==> src/rtl/spi_cfg_pkg.sv <==
// Shared types and constants for the SPI configuration sequencer.
// Holds the FSM state encoding and the chip-register power-on table.
package spi_cfg_pkg;

  localparam int ADDR_W = 4;
  localparam int DATA_W = 12;

  typedef enum logic [1:0] {
    ST_PWRUP,
    ST_IDLE,
    ST_SEND,
    ST_GAP
  } state_e;

  function automatic logic [DATA_W-1:0] reg_default(input logic [ADDR_W-1:0] a);
    case (a)
      4'h0: return 12'h029;
      4'h1: return 12'h000;
      4'h2: return 12'h000;
      4'h3: return 12'h0a0;
      4'h4: return 12'h002;
      4'h5: return 12'h000;
      4'h6: return 12'h000;
      4'h7: return 12'h1e1;
      4'h8: return 12'h04a;
      4'h9: return 12'h06b;
      4'ha: return 12'h055;
      4'hb: return 12'h0f0;
      4'hc: return 12'hff0;
      4'hd: return 12'hadf;
      4'he: return 12'h6db;
      default: return 12'h0db;
    endcase
  endfunction

endpackage

==> src/rtl/spi_cfg_regfile.sv <==
// Shadow table of chip-register values: one write port, combinational read.
// Reset restores the power-on defaults; writes land on the next clock edge.
module spi_cfg_regfile
  import spi_cfg_pkg::*;
#(
  parameter int NREG = 16
) (
  input  logic              clk_i,
  input  logic              rst_i,
  input  logic              wr_en_i,
  input  logic [ADDR_W-1:0] wr_addr_i,
  input  logic [DATA_W-1:0] wr_data_i,
  input  logic [ADDR_W-1:0] rd_addr_i,
  output logic [DATA_W-1:0] rd_data_o
);

  logic [DATA_W-1:0] mem_q [NREG];

  always_ff @(posedge clk_i or posedge rst_i) begin
    if (rst_i) begin
      for (int i = 0; i < NREG; i++) mem_q[i] <= reg_default(ADDR_W'(i));
    end else if (wr_en_i) begin
      mem_q[wr_addr_i] <= wr_data_i;
    end
  end

  assign rd_data_o = mem_q[rd_addr_i];

endmodule

==> src/rtl/spi_cfg_sequencer.sv <==
// Uploads table entries 0..nrg as {addr,data} frames over valid/ready after a power-up delay.
// go -> frame_valid next cycle; frames held stable while stalled; GAP idle cycles between frames.
module spi_cfg_sequencer
  import spi_cfg_pkg::*;
#(
  parameter int NREG      = 16,
  parameter int PWRUP_DLY = 200,
  parameter int GAP       = 2
) (
  input  logic              clock_20,
  input  logic              reset,
  input  logic              wr_en,
  input  logic [ADDR_W-1:0] wr_addr,
  input  logic [DATA_W-1:0] wr_data,
  input  logic              go,
  input  logic [ADDR_W-1:0] nrg,
  output logic              frame_valid,
  input  logic              frame_ready,
  output logic [ADDR_W-1:0] frame_addr,
  output logic [DATA_W-1:0] frame_data,
  output logic              busy,
  output logic              done,
  output logic              wr_err
);

  localparam int DW = $clog2(PWRUP_DLY + 1);
  localparam int GW = (GAP < 2) ? 1 : $clog2(GAP);

  state_e            state_q, state_d;
  logic [DW-1:0]     dly_q, dly_d;
  logic [GW-1:0]     gap_q, gap_d;
  logic [ADDR_W-1:0] idx_q, idx_d, last_q, last_d, nxt_idx;
  logic [DATA_W-1:0] data_q, data_d, rd_data, rd_fwd;
  logic              pend_q, pend_d, valid_q, valid_d, busy_q, busy_d;
  logic              done_q, done_d, wr_err_q, load;
  logic              wr_ok;

  assign wr_ok = wr_en && !busy_q;

  spi_cfg_regfile #(.NREG(NREG)) u_regfile (
    .clk_i     (clock_20),
    .rst_i     (reset),
    .wr_en_i   (wr_ok),
    .wr_addr_i (wr_addr),
    .wr_data_i (wr_data),
    .rd_addr_i (nxt_idx),
    .rd_data_o (rd_data)
  );

  // Index of the frame that would be loaded this cycle, if any.
  always_comb begin
    nxt_idx = '0;
    if (state_q == ST_SEND)     nxt_idx = idx_q + 1'b1;
    else if (state_q == ST_GAP) nxt_idx = idx_q;
  end

  // A write coinciding with go must be visible in the first frame.
  assign rd_fwd = (wr_ok && (wr_addr == nxt_idx)) ? wr_data : rd_data;

  always_comb begin
    state_d = state_q;
    dly_d   = dly_q;
    gap_d   = gap_q;
    idx_d   = idx_q;
    last_d  = last_q;
    data_d  = data_q;
    pend_d  = pend_q;
    valid_d = valid_q;
    busy_d  = busy_q;
    done_d  = 1'b0;
    load    = 1'b0;
    case (state_q)
      ST_PWRUP: begin
        if (go) pend_d = 1'b1;
        if (dly_q == DW'(PWRUP_DLY - 1)) begin
          dly_d   = DW'(PWRUP_DLY);
          state_d = ST_IDLE;
        end else begin
          dly_d = dly_q + 1'b1;
        end
      end
      ST_IDLE: begin
        if (go || pend_q) begin
          pend_d  = 1'b0;
          last_d  = nrg;
          idx_d   = '0;
          busy_d  = 1'b1;
          load    = 1'b1;
          state_d = ST_SEND;
        end
      end
      ST_SEND: begin
        if (valid_q && frame_ready) begin
          valid_d = 1'b0;
          if (idx_q == last_q) begin
            done_d  = 1'b1;
            busy_d  = 1'b0;
            state_d = ST_IDLE;
          end else begin
            idx_d = nxt_idx;
            if (GAP == 0) begin
              load = 1'b1;
            end else begin
              gap_d   = '0;
              state_d = ST_GAP;
            end
          end
        end
      end
      ST_GAP: begin
        if (int'(gap_q) >= GAP - 1) begin
          gap_d   = '0;
          load    = 1'b1;
          state_d = ST_SEND;
        end else begin
          gap_d = gap_q + 1'b1;
        end
      end
      default: state_d = ST_PWRUP;
    endcase
    if (load) begin
      valid_d = 1'b1;
      data_d  = rd_fwd;
    end
  end

  always_ff @(posedge clock_20 or posedge reset) begin
    if (reset) begin
      state_q  <= ST_PWRUP;
      dly_q    <= '0;
      gap_q    <= '0;
      idx_q    <= '0;
      last_q   <= '0;
      data_q   <= '0;
      pend_q   <= 1'b0;
      valid_q  <= 1'b0;
      busy_q   <= 1'b0;
      done_q   <= 1'b0;
      wr_err_q <= 1'b0;
    end else begin
      state_q  <= state_d;
      dly_q    <= dly_d;
      gap_q    <= gap_d;
      idx_q    <= idx_d;
      last_q   <= last_d;
      data_q   <= data_d;
      pend_q   <= pend_d;
      valid_q  <= valid_d;
      busy_q   <= busy_d;
      done_q   <= done_d;
      wr_err_q <= wr_en && busy_q;
    end
  end

  assign frame_valid = valid_q;
  assign frame_addr  = idx_q;
  assign frame_data  = data_q;
  assign busy        = busy_q;
  assign done        = done_q;
  assign wr_err      = wr_err_q;

endmodule

==> config.mk <==
export PLATFORM = sky130hd
export DESIGN_NAME = spi_cfg_sequencer
export DESIGN_NICKNAME = d
export VERILOG_FILES = /design/src/rtl/spi_cfg_pkg.sv /design/src/rtl/spi_cfg_regfile.sv /design/src/rtl/spi_cfg_sequencer.sv
export SDC_FILE = /design/constraint.sdc
export NUM_CORES = 1
export LEC_CHECK = 0
export CAP_MARGIN = 20
export CORE_MARGIN = 4
export CORE_UTILIZATION = 60
export CTS_CLUSTER_DIAMETER = 30
export DETAILED_ROUTE_END_ITERATION = 7
export PLACE_DENSITY = 0.82
export SYNTH_ARGS = -nofsm -noshare
export SYNTH_HDL_FRONTEND = slang
export SYNTH_HIERARCHICAL = 1
export SYNTH_SLANG_ARGS = --single-unit
==> constraint.sdc <==
create_clock -name clock_20 -period 17.92 [get_ports clock_20]
set_clock_uncertainty 0.1 [all_clocks]
set_input_delay 4.48 -clock clock_20 [delete_from_list [all_inputs] [get_ports clock_20]]
set_output_delay 4.48 -clock clock_20 [all_outputs]
set_load 0.02 [all_outputs]
==> summary by stage, run 1 <==
Timing
The post-route fraction of the period consumed by the critical path is approximately two fifths. The highest attainable clock frequency is roughly 140 MHz. The final number of hold-violating endpoints was 0. The max-slew violation count was 0. For the pin with the worst max-slew slack, the measured transition is 1.15 ns. The sum of negative setup slack is 0 ns. Setup violations remaining at the end of the flow were counted as 0. The shortest clock period the worst path allows after layout is 6.94 ns. Headroom to the max-slew limit came out at 23.1%.

Setup repair after global routing left no endpoint under its margin.

Routing
The violation count after the first detailed-route iteration is 631. The first TritonRoute pass finished after 6 iterations. The remaining antenna violation count after routing is 0. The routed wire length is 25800 um.

Dividing the detail-routed wire length by the instance count gives 24.8 um. The total DRC errors in the routed layout is 0. Summing over every cut layer, the via total after detailed routing is about 6700. The via density per instance is roughly 6.4.

Clocking
The clock sink count is 228. CTS placed an instance of sky130_fd_sc_hd__clkbuf_16 at the clock tree root. The largest buffer count on any clock path is 3.

In this run, post-CTS hold repair placed 0 buffers. In this run the number of H-tree levels came out at 2. The CTS clock-pin slew for the worst setup and hold paths is about 0.050 ns. The number of setup buffers added after CTS is 0. The clock network latency to the later pin of the worst-skew pair is 0.51 ns. The CTS tree is built. In this run, CTS created clock tree buffers numbering 42. The post-cts gate resize count is 0.

Place
The routability congestion estimate from global placement is 0.843. The number of input and output port buffers inserted is 44. The number of placed instances, taps included, is 958. The detailed-placement wirelength estimate is 15600 um.

Setup path
At the worst endpoint, the arrival time is around 7.2 ns. The worst setup path is of the in -> reg kind. The highest net fanout along the worst path is 12. STA classifies the critical path startpoint as an input pin. The kind of end point of the critical path is a flip-flop. For the worst setup path, the data required time is 18.21 ns.

Synthesis
Counting flops and latches in the post-synthesis netlist gives 228. The gate count after technology mapping is roughly 740. Summed over all instances, the cell type with the most area after synthesis is sky130_fd_sc_hd__dfrtp_1. The net count after synthesis is roughly 760.

The mean instance size in the synthesized netlist is 14.5 um^2. The number of library cell types mapped by synthesis is 50. The area fraction of the dominant cell type after synthesis is 39.8%. The count of yosys warnings during synthesis is 6. Of the synthesized area, sequential elements account for 54.1%.

Sorting the synthesized cells by area gives the leading types as sky130_fd_sc_hd__dfrtp_1 40%, sky130_fd_sc_hd__mux2_2 20%, sky130_fd_sc_hd__dfstp_2 14%. After synthesis the cells add up to roughly 0.011 mm^2.

Floorplanning
The vertical die dimension is 141 um. The core region is between 0.015 and 0.02 mm^2. Once the floorplan was initialized, standard cells occupied about 62% of the core.

The die width is 141 um. The die covers 0.0200 mm^2. The I/O pin total is 45. After floorplanning, the core was divided into 48 placement rows.

Finish
In the final design database the tool counted 809 nets. The final core area utilization is between 70% and 80%. The layout-stage area growth over the synthesis result is 19.3%. Summing all multi-input logic gate instances after layout gives between 0.004 and 0.005 mm^2.

The share of layout cells above drive strength 1 is between 40% and 50%. The post-route non-filler standard cell count is 1038. The filler cells instantiated in the layout total 1000.

The repair_antennas step left the layout with diodes totalling 0. The register area is 0.00578 mm^2.

Min path
The class of the most critical hold timing path is reg -> reg.

GRT
The initial antenna violation count was 0. The global-route congestion overflow total is 0. The number of global-route vias before repair is 7183.

Global routing consumed, over all layers together, roughly 26% of the routing resources. Entering global routing, the biggest net connects 98 pins. The first global-routing pass estimated 39600 um of wire.

Outcome
The run finished with clean final reports.

Power
The maximum vdd drop is 0.0821 mV. The power consumption is 1.36 mW. The standby leakage power is about 5.7 nW. The total power divided by cell area is between 100 and 150 mW/mm^2.

Job
Across the run, the number of max-cap violations was 0.
==> layout make-up <==
cell class | count | share of cell area (%)
Multi-Input combinational cell | 446 | 36.3
Inverter | 8 | 0.275
Timing Repair Buffer | 56 | 4.41
Clock buffer | 56 | 9.22
Tap cell | 225 | 2.21
Sequential cell | 228 | 45.4
Clock inverter | 19 | 2.21
==> flip-flops by register name, indices dropped and copies added (netlist names) <==
register	flops
busy	1
dly_q	8
done	1
frame_addr	4
frame_data	12
frame_valid	1
gap_q	1
last_q	4
pend_q	1
state_q	2
u_regfile/mem_q	192
wr_err	1
==> placed cells by master, fill, tap and decap left out, drive strengths merged, types with 2 or more instances in the layout <==
cell             n
and2             3
clkinvlp         7
ha               2
nand4           15
or3              3
nor3b            2
nand3            5
and3             2
xor2             2
mux2           196
nand3b           2
nor3             6
clkbuf          56
clkdlybuf4s50   44
a21oi            7
nor2            26
nor2b            4
nand2b           9
buf             12
nand2           26
nand4b           2
clkinv           3
xnor2           12
mux4            48
o31ai           13
a22oi           24
o21ai           13
dfstp           58
inv             11
a31oi           13
bufinv           6
mux2i            2
dfrtp          170
==> Yosys cell counts (all sizes together) <==
master and instances:
a21oi 7, a22oi 24, a311oi 1, a31oi 13, and2 3, and3 2, and4 1, buf 35
clkbuf 20, dfrtp 170, dfstp 58, ha 2, inv 8, mux2 196, mux2i 2, mux4 48
nand2 26, nand2b 9, nand3 5, nand3b 2, nand4 15, nand4b 2, nand4bb 1, nor2 26
nor2b 4, nor3 6, nor3b 2, o2111a 1, o2111ai 1, o211a 1, o21ai 13, o22ai 1
o31ai 13, o41ai 1, or3 3, or4 1, xnor2 12, xor2 2
==> critical path: stages <==
cell and delay, ns:
sky130_fd_sc_hd__clkdlybuf4s50_1 0.47, sky130_fd_sc_hd__nor2b_1 0.61, sky130_fd_sc_hd__nand2_1 0.32, sky130_fd_sc_hd__nor3_2 0.91, sky130_fd_sc_hd__mux2_2 0.42
==> cells by family (layout without fill, tap and decap cells) <==
| family | after synthesis | count (layout) | share of synthesized area, % |
|---|---|---|---|
| compound gates | 76 | 76 | 5.13 |
| flops | 228 | 228 | 54.1 |
| fa+ha+maj | 2 | 2 | 0.234 |
| xor+xnor | 14 | 14 | 1.22 |
| simple gates | 108 | 108 | 5.38 |
| buf+inv | 63 | 139 | 2.84 |
| mux | 246 | 246 | 31.1 |
==> stage by stage <==
stage                     setup WS (ns)  hold WS [ns]  cell area [um^2]
after floorplan                    8.21         0.346             10700
after global placement            10.58         0.361             11200
after detailed placement          10.49         0.385             11200
after CTS                         10.95         0.397             12700
after global routing              10.81         0.403             12700
final                             10.98         0.399             12700
==> power by group <==
| part | switching [mW] | internal, mW | leakage (nW) |
|---|---|---|---|
| Sequential | 0.00236 | 0.522 | 2.95 |
| Clock | 0.256 | 0.546 | 0.687 |
| Combinational | 0.0254 | 0.0118 | 2.10 |
==> metal layers <==
layer	global-route usage [%]	part of all wire, %	vias to the layer above
met5	0	0	-
met1	33.3	40	3538
met4	10.3	2.7	0
met2	42.3	50	253
met3	5.46	6.8	43
li1	-	-	2847
==> worst paths after layout <==
check | startpoint | endpoint | slack [ns] | cells past startpoint
max | wr_en | u_regfile/mem_q[38] | 10.98 | 5
min | u_regfile/mem_q[186] | u_regfile/mem_q[186] | 0.40 | 1
max reg2reg | state_q[0] | frame_data[6] | 14.34 | 8
min reg2reg | u_regfile/mem_q[186] | u_regfile/mem_q[186] | 0.40 | 1
max in group asynchronous | reset | u_regfile/mem_q[101] | 11.94 | 4
min in group asynchronous | reset | frame_data[2] | 4.39 | 3
Power figures use the tool's default switching activity.
==> run 2, diff against run 1 <==
- clock period: 17.92 -> 6.5 ns (I/O delays scaled with it)
==> run 2 against run 1 <==
  * Combinational power grew to 2.7 times the previous value
  * Cell count hardly changed
  * Register-to-register slack got worse by 11 ns
  * Final area shrank 0.34%
  * Critical endpoint is now u_regfile/mem_q[71]
  * Largest cell class unchanged
  * Largest power group unchanged
  * Highest routed layer unchanged
==> summary by stage, run 2 (synthesized netlist as in run 1, its figures left out) <==
Routing
The via density per instance was 6.47 (was 6.44). The first-pass detailed-route iteration total is 5 (was 6). The violation count after the first detailed-route iteration is 577 (was 631). The remaining antenna violation count after routing is 0 (unchanged).

The post-detailed-route wirelength per cell is 24.6 um (was 24.8 um). The highest metal layer with signal wires is met4 (unchanged). The amount of wire on met2 after detailed routing is 12800 um (was 12900 um). The total number of vias is 6727 (was 6681).

The total length of routed met3 wires was 1660 um (was 1750 um). The routed wire length is 25600 um (was 25800 um). The routed length on met1 is 10200 um (was 10400 um). The total DRC errors in the routed layout is 0 (unchanged).

Job
The reported max-cap violation count came to 0 (unchanged).

Timing
For this run, the top clock speed supported by timing is 238 MHz. RSZ-0062 raised after global routing: no (unchanged). The slew at the pin closest to its max-slew limit is 1.10 ns (was 1.15 ns). The final number of hold-violating endpoints is 0 (unchanged). The worst setup margin was 2.29 ns (was 10.98 ns). In the finished design, the share of the clock period the worst path needs comes to between 60 and 70%. The sum of negative setup slack is 0 ns (unchanged). The shortest clock period the worst path allows after layout is 4.21 ns. The worst slew margin relative to its limit is 26.3% (was 23.1%). The final number of setup-violating endpoints came to 0 (unchanged).

The max-slew violation count is 0 (unchanged).

GRT
The largest net degree at the start of global routing was 193 (was 98). The first-pass GRT wire length came to 40800 um (was 39600 um). The initial antenna violation count was 0 (unchanged). The global-route congestion overflow total was 0 (unchanged). The aggregate global-route resource usage is 26.4% (was 25.6%). The number of global-route vias before repair came to 7324 (was 7183).

Power
The standby leakage power is 5.72 nW (was 5.74 nW). The power consumption was 3.68 mW (was 1.36 mW). The maximum vdd drop is 0.241 mV (was 0.0821 mV).

The total power divided by cell area is 290 mW/mm^2 (was 107 mW/mm^2).

Floorplanning
The starting density of the core is 61.5% (unchanged). The die outline area is 0.0200 mm^2 (unchanged). The floorplan row count came to 48 (unchanged). The vertical die dimension was 141 um (unchanged).

The I/O pin total is 45 (unchanged). The die width came to 141 um (unchanged). The standard cell core area was 0.0174 mm^2 (unchanged).

Setup path
The number of cells on the worst reg-to-reg path came to 9 (was 8). The kind of end point of the critical path was a flip-flop (unchanged). The startpoint of the worst register-to-register path is frame_addr[0] (was state_q[0]). The type of element launching the critical path is an input pin (unchanged). The required time of the worst setup path was 6.80 ns (was 18.21 ns). The data arrival time of the critical path is 4.50 ns (was 7.23 ns). The worst reg2reg path endpoint is frame_data[5] (was frame_data[6]).

The timing startpoint of the critical path was wr_en (unchanged). The critical path start-end classification is in -> reg (unchanged). The internal reg-to-reg setup slack is 2.85 ns (was 14.34 ns). The highest net fanout along the worst path is 9 (was 12). The critical path capture point is u_regfile/mem_q[71] (was u_regfile/mem_q[38]).

Finish
The share of layout cells above drive strength 1 is 48.5% (was 48.2%). The final-stage net count is 809 (unchanged). The number of flip-flops under the largest register name is 192 (unchanged). The top register by number of flip-flops is u_regfile/mem_q (unchanged).

The register area was 0.00578 mm^2 (unchanged). Commonest cells after routing, fill and taps aside: 186 x sky130_fd_sc_hd__mux2_2, 170 x sky130_fd_sc_hd__dfrtp_1, 58 x sky130_fd_sc_hd__dfstp_2, 48 x sky130_fd_sc_hd__mux4_2, 44 x sky130_fd_sc_hd__clkdlybuf4s50_1 (unchanged). The final-layout fill cell count is 1025 (was 1000). The total inserted antenna cells is 0 (unchanged).

The area of the multi-input gates came to 0.00463 mm^2 (unchanged). The area of all placed cells without fillers is 0.0127 mm^2 (about the same). The most common library cell in the layout ignoring fill and taps is sky130_fd_sc_hd__mux2_2 (unchanged). The layout-stage area growth over the synthesis result is 18.9% (was 19.3%).

Clocking
The CTS clock-pin slew for the worst setup and hold paths came to 0.05 ns (about the same). The clock buffer count from CTS is 40 (was 42). The largest buffer count on any clock path is 3 (unchanged). The cell chosen for the clock root is sky130_fd_sc_hd__clkbuf_16 (unchanged). The post-cts gate resize count is 0 (unchanged). The clock sink count is 228 (unchanged).

The CTS tree is built (unchanged). The maximum level of the CTS H-tree is 2 (unchanged). The clock network latency to the later pin of the worst-skew pair is 0.53 ns (was 0.51 ns). The number of setup buffers added after CTS is 0 (unchanged). The number of hold buffers added after CTS came to 0 (unchanged).

Min path
The class of the most critical hold timing path is reg -> reg (unchanged).

Place
The routability congestion estimate from global placement is 0.876 (was 0.843). The standard cell area after detailed placement is 0.0112 mm^2 (about the same). The number of input and output port buffers inserted is 44 (unchanged). The detailed-placement wirelength estimate came to 15300 um (was 15600 um). The pre-CTS setup slack is 1.95 ns (was 10.49 ns).

Outcome
Status: completed (unchanged).
run 2: cell count changes in the layout (fill, tap and decap cells not counted):
| cell | delta |
|---|---|
| sky130_fd_sc_hd__clkbuf_16 | -2 |
| sky130_fd_sc_hd__buf_12 | +1 |
| sky130_fd_sc_hd__inv_8 | +2 |
| sky130_fd_sc_hd__clkbuf_1 | -2 |
| sky130_fd_sc_hd__buf_4 | +1 |
| sky130_fd_sc_hd__clkbuf_8 | -4 |
| sky130_fd_sc_hd__bufinv_16 | -1 |
| sky130_fd_sc_hd__inv_6 | +3 |
| sky130_fd_sc_hd__clkinv_2 | +1 |
| sky130_fd_sc_hd__clkinv_4 | +2 |
run 2: through the flow:
| step | instances | util, % | hold WS [ns] |
|---|---|---|---|
| after global placement | 958 | 64.7 | 0.363 |
| after floorplan | 737 | - | 0.346 |
| after global routing | 1039 | 73.1 | 0.399 |
| final | 1039 | 73.1 | 0.376 |
| after detailed placement | 958 | 64.7 | 0.364 |
| after CTS | 1032 | 72.7 | 0.379 |
run 2: power breakdown:
group / internal (mW) / total (mW) / switching (mW)
sequential: 1.44 / 1.44 / 0.00662
combinational: 0.0316 / 0.101 / 0.0691
clock: 1.39 / 2.13 / 0.742
run 2: layout make-up:
cell class / count / share of cell area, %
Clock buffer: 48 / 8.37
Clock inverter: 26 / 2.55
Inverter: 8 / 0.266
Multi-Input combinational cell: 446 / 36.4
Sequential cell: 228 / 45.5
Tap cell: 225 / 2.22
Timing Repair Buffer: 58 / 4.64
run 2: worst min-delay path by stage:
stage | startpoint | to | slack, ns | cells after the start
floorplan | dly_q[7] | dly_q[7] | 0.35 | 1
global placement | dly_q[7] | dly_q[7] | 0.36 | 1
detailed placement | dly_q[7] | dly_q[7] | 0.36 | 1
CTS | dly_q[7] | dly_q[7] | 0.38 | 1
global route | dly_q[7] | dly_q[7] | 0.40 | 1
finish | dly_q[7] | dly_q[7] | 0.38 | 1
run 2: routing by layer:
metal,vias up,track usage [%]
li1,2865,-
met1,3522,32.9
met2,272,44.0
met3,68,7.08
met4,0,10.8
met5,-,0
run 2: critical path: stages:
cell and delay [ns]:
sky130_fd_sc_hd__clkdlybuf4s50_1 0.47, sky130_fd_sc_hd__nor2b_1 0.66, sky130_fd_sc_hd__nand2_1 0.40, sky130_fd_sc_hd__nor3_2 0.74, sky130_fd_sc_hd__buf_6 0.24, sky130_fd_sc_hd__mux2_2 0.36
